$ cat src/rtl/mdu_issue_ctrl.sv
// E-stage initiator for the multiply/divide unit: one-cycle issue gating, a mirror
// of the MDU latency countdown for D-stage stalls, and a sticky protocol checker.
module mdu_issue_ctrl #(
    parameter int unsigned MUL_LAT = 5,
    parameter int unsigned DIV_LAT = 10
) (
    input  logic       clk_i,
    input  logic       reset_i,
    input  logic       e_valid_i,
    input  logic [3:0] e_mdu_op_i,
    input  logic       e_flush_i,
    input  logic       d_uses_mdu_i,
    input  logic       mdu_busy_i,
    output logic [3:0] mdu_op_o,
    output logic       stall_d_o,
    output logic [3:0] cnt_out_o,
    output logic       proto_err_o
);

    typedef enum logic {IDLE, RUN} state_e;

    state_e     state_q;
    logic [3:0] cnt_q;
    logic       first_run_q;
    logic       proto_err_q;

    logic op_mul, op_div, op_busy, op_mdu, op_unknown;
    logic live, cnt_nz, issue, issue_busy, viol;

    always_comb begin
        op_mul     = (e_mdu_op_i == 4'd1) || (e_mdu_op_i == 4'd2);
        op_div     = (e_mdu_op_i == 4'd3) || (e_mdu_op_i == 4'd4);
        op_busy    = op_mul || op_div;
        op_mdu     = op_busy || (e_mdu_op_i == 4'd7) || (e_mdu_op_i == 4'd8);
        op_unknown = !op_mdu && (e_mdu_op_i != 4'd0);
        live       = e_valid_i && !e_flush_i;
        cnt_nz     = (cnt_q != 4'd0);
        issue      = live && op_mdu && !cnt_nz && !mdu_busy_i;
        issue_busy = issue && op_busy;
        // The MDU's Busy lags the issue edge, so skip the agreement check in the first RUN cycle.
        viol       = (live && op_mdu && (cnt_nz || mdu_busy_i))
                  || (!first_run_q && (mdu_busy_i != cnt_nz))
                  || (live && op_unknown);
    end

    assign mdu_op_o    = issue ? e_mdu_op_i : 4'd0;
    assign stall_d_o   = d_uses_mdu_i && (issue_busy || cnt_nz || mdu_busy_i);
    assign cnt_out_o   = cnt_q;
    assign proto_err_o = proto_err_q;

    always_ff @(posedge clk_i) begin
        if (reset_i) begin
            state_q     <= IDLE;
            cnt_q       <= 4'd0;
            first_run_q <= 1'b0;
            proto_err_q <= 1'b0;
        end else begin
            first_run_q <= issue_busy;
            proto_err_q <= proto_err_q || viol;
            case (state_q)
                IDLE: begin
                    if (issue_busy) begin
                        cnt_q   <= op_mul ? 4'(MUL_LAT) : 4'(DIV_LAT);
                        state_q <= RUN;
                    end
                end
                RUN: begin
                    // A flush never aborts a running operation; the count always runs out.
                    cnt_q <= cnt_q - 4'd1;
                    if (cnt_q == 4'd1) state_q <= IDLE;
                end
                default: begin
                    state_q <= IDLE;
                    cnt_q   <= 4'd0;
                end
            endcase
        end
    end

endmodule

$ cat config.mk
export PLATFORM = sky130hd
export DESIGN_NAME = mdu_issue_ctrl
export DESIGN_NICKNAME = d
export VERILOG_FILES = /design/src/rtl/mdu_issue_ctrl.sv
export SDC_FILE = /design/constraint.sdc
export NUM_CORES = 1
export LEC_CHECK = 0
export CORE_AREA = 5 5 42 44
export DETAILED_ROUTE_END_ITERATION = 6
export DIE_AREA = 0 0 47 49
export GPL_ROUTABILITY_DRIVEN = 0
export GPL_TIMING_DRIVEN = 1
export PLACE_DENSITY = 0.79
export SKIP_CTS_REPAIR_TIMING = 1
export SLEW_MARGIN = 5
export SYNTH_ARGS = -nofsm -noshare
export SYNTH_HDL_FRONTEND = slang
export SYNTH_SLANG_ARGS = --single-unit
export TNS_END_PERCENT = 30
$ cat constraint.sdc
create_clock -name clk_i -period 4.3 [get_ports clk_i]
set_input_delay 0.43 -clock clk_i [delete_from_list [all_inputs] [get_ports clk_i]]
set_output_delay 0.43 -clock clk_i [all_outputs]
set_load 0.1 [all_outputs]
==> summary.txt <==
GRT
  • Largest net degree at the start of global routing: 13
  • Global Route Usage Sum: 12.1%
  • First-pass GRT wire length: between 2 and 2.5 mm
  • Initial antenna violation count: 0
  • Gr ovfl total: 0
  • Number of global-route vias before repair: approximately 500

Die
  • Core Box Area: 1400 um^2
  • Die X: roughly 47 um
  • Starting Density: between 30% and 40%
  • Chip height: ~49 um
  • I/O pin count: 20
  • DIE AREA: between 2000 and 2500 um^2
  • Cell Rows: 14

Timing
  • Final Cycle Share: roughly 63%
  • Slew Limit Headroom: a little over a third
  • Measured slew at the worst slew-check pin: around 1 ns
  • Final min period: approximately 2.7 ns
  • Setup violators final: 0
  • RSZ-0062 raised after global routing: no
  • Slew Viols, Final: 0
  • Clock skew: 0.00355 ns
  • Max Freq: 367 MHz
  • Setup_tns: 0 ns
  • Hold Vio Cnt, Final: 0

Clock tree
  • Clock Tree Buf Depth: 2
  • Num CTS Buffers: 3
  • CTS root buffer: clkbuf_4
  • CTS tree: yes
  • Clock sink count: 7
  • Clock Pin Slew Worst Setup and Hold Paths: about 0.050 ns
  • Clk_lat worst skew: around 0.25 ns
  • H-tree levels: 1

Job
  • Max Cap Violations: 0

Setup path
  • CP Capture Type: primary output
  • WP data arrival: between 2 and 2.5 ns
  • Crit path max fanout: 6
  • Cells along the critical path: clkdlybuf4s50_1 > or3b_2 > a211o_1 > a31oi_1 > buf_4
  • Critical Path Start Type: input pin
  • Max incr delay on CP: 0.56 ns
  • Req. time, crit path: ~3.9 ns
  • Crit path kind: in2out
  • Worst path slowest cell: clkdlybuf4s50_1
  • Cells on worst reg2reg path: 6

Min path
  • Worst hold-check path type: reg2reg
  • Hold path cells: 1

Synthesis
  • Synthesis-stage register bit count: 7
  • Register area share after synthesis: a little over a quarter
  • Post-Synth Adder-Cell Area: between 7 and 8%
  • Synth Warn #: 0
  • Post-synthesis cell area: approximately 520 um^2
  • Largest family of logic cells by synthesized area: simple AND/OR/NAND/NOR gates
  • Syn_nets: 81
  • Top cell type's share of synthesized area: 26.9%
  • Synth Area in XOR/XNOR: 1.68%
  • Post-synthesis simple-gate area fraction: 29.8%
  • Compound-Gate Fraction of Synth Area: between 20% and 30%
  • Top cells by area in the synthesized netlist: dfxtp_1, ha_1, nor2_1, inv_1, o21ai_0
  • Syn Area/Cell: ~7.7 um^2
  • Synthesized instance count: between 60 and 70
  • Synth area leader: dfxtp_1
  • Count of different cell masters after synthesis: 31
  • Mux cell area share after synthesis: 0%

Drt
  • Total wire length: ~1.3 mm
  • Highest Signal Layer: met4
  • Vias per cell: between 5 and 6
  • Post-Route M1 WL: 518 um
  • DR vias: 563
  • DRT iter0 DRCs: 7
  • Met2 wire len: ~630 um
  • Drt pass-1 iters: 4
  • Routed Antenna Nets: 0
  • Met3 wire length: a little under 100 um
  • DRC Markers: 0
  • DR WL/cell: around 12 um

Cells and area
  • NumNets Final: 103
  • Synth-to-layout area growth: 41.6%
  • ANT cells: 0
  • Layout cells sized above 1: 15.7%

Pwr
  • Worst VDD drop: between 0.0002 and 0.00025 V
  • Leak: around 0.29 nW
  • Tot Pwr: approximately 0.21 mW
  • P per Cell Area: about 280 nW/um^2

Run status
  • Status: completed

Placed design
  • Post-DP HPWL: slightly above 1 mm
  • Buffers on Ports: 19
## flip-flops by register name, indices dropped and copies added, names as in the netlist
register and count:
cnt_out_o 4, first_run_q 1, proto_err_o 1, state_q 1
## worst max-delay path, delay by kind of cell
| family | cells | cell delay, ns |
|---|---|---|
| AND/OR/NAND/NOR | 1 | 0.48 |
| AO/OA/AOI/OAI | 2 | 0.52 |
| buffers and inverters | 2 | 0.87 |
## worst paths after layout
| check | start | slack [ns] | endpoint |
|---|---|---|---|
| worst min-delay path | cnt_out_o[0] | 0.55 | cnt_out_o[0] |
| worst min register to register | cnt_out_o[0] | 0.55 | cnt_out_o[0] |
| worst max-delay path | e_mdu_op_i[2] | 1.57 | stall_d_o |
| worst max register to register | cnt_out_o[1] | 2.22 | cnt_out_o[0] |
## synth_stat cells (all sizes together)
library cell and number:
o21bai 1, nand2 1, nor3b 1, o21ai 4, a31o 1, inv 9, xnor2 1, o211ai 2
o31ai 2, or4b 1, a311oi 1, and2 1, nor4b 1, o22ai 1, nor2 10, a211o 2
nor4 1, clkbuf 1, nor2b 1, dfxtp 7, or3b 2, a21oi 4, nand2b 3, nor3 2
and3 1, a221oi 1, ha 3, a31oi 1, or3 1, buf 1
## final cells by class
cell class,count,area [um^2]
Fill cell,138,664
Multi-Input combinational cell,50,339
Timing Repair Buffer,19,178
Sequential cell,7,140
Inverter,9,33.8
Clock buffer,4,26.3
Tap cell,16,20.0
## stage by stage
step	hold slack [ns]	cell area (um^2)	setup WS [ns]	utilization [%]	std cells
final	0.547	737	1.57	52.6	105
after global routing	0.585	737	1.49	52.6	105
after CTS	0.553	737	1.57	52.6	105
after detailed placement	0.539	711	1.57	50.7	101
after global placement	0.530	711	1.60	50.7	101
after floorplan	0.492	520	0.444	-	68
## power breakdown
part           switching, mW  internal [mW]  leakage, nW
clock                 0.0225         0.0353       0.0150
sequential           0.00324         0.0683       0.0570
combinational         0.0522         0.0270        0.217
## routing by layer
layer / vias to the layer above / track usage [%]
met5: - / 0
met4: 0 / 4.15
met3: 2 / 7.38
met2: 18 / 17.6
met1: 257 / 14.4
li1: 286 / -
## cell usage in the layout (no fill, tap or decap), drive strengths merged, types with 2 or more instances in the layout
cell,n
a211o,2
a21oi,4
buf,5
clkbuf,4
clkdlybuf4s50,14
dfxtp,7
ha,3
inv,9
nand2b,3
nor2,10
nor3,2
o211ai,2
o21ai,4
o31ai,2
or3b,2
## cell families after synthesis
kind of cell,Yosys count
AND/OR/NAND/NOR,26
AO/OA/AOI/OAI,20
buffers and inverters,11
flip-flops,7
adder cells (fa/ha/maj),3
XOR/XNOR,1
(Power assumes the default switching activity.)
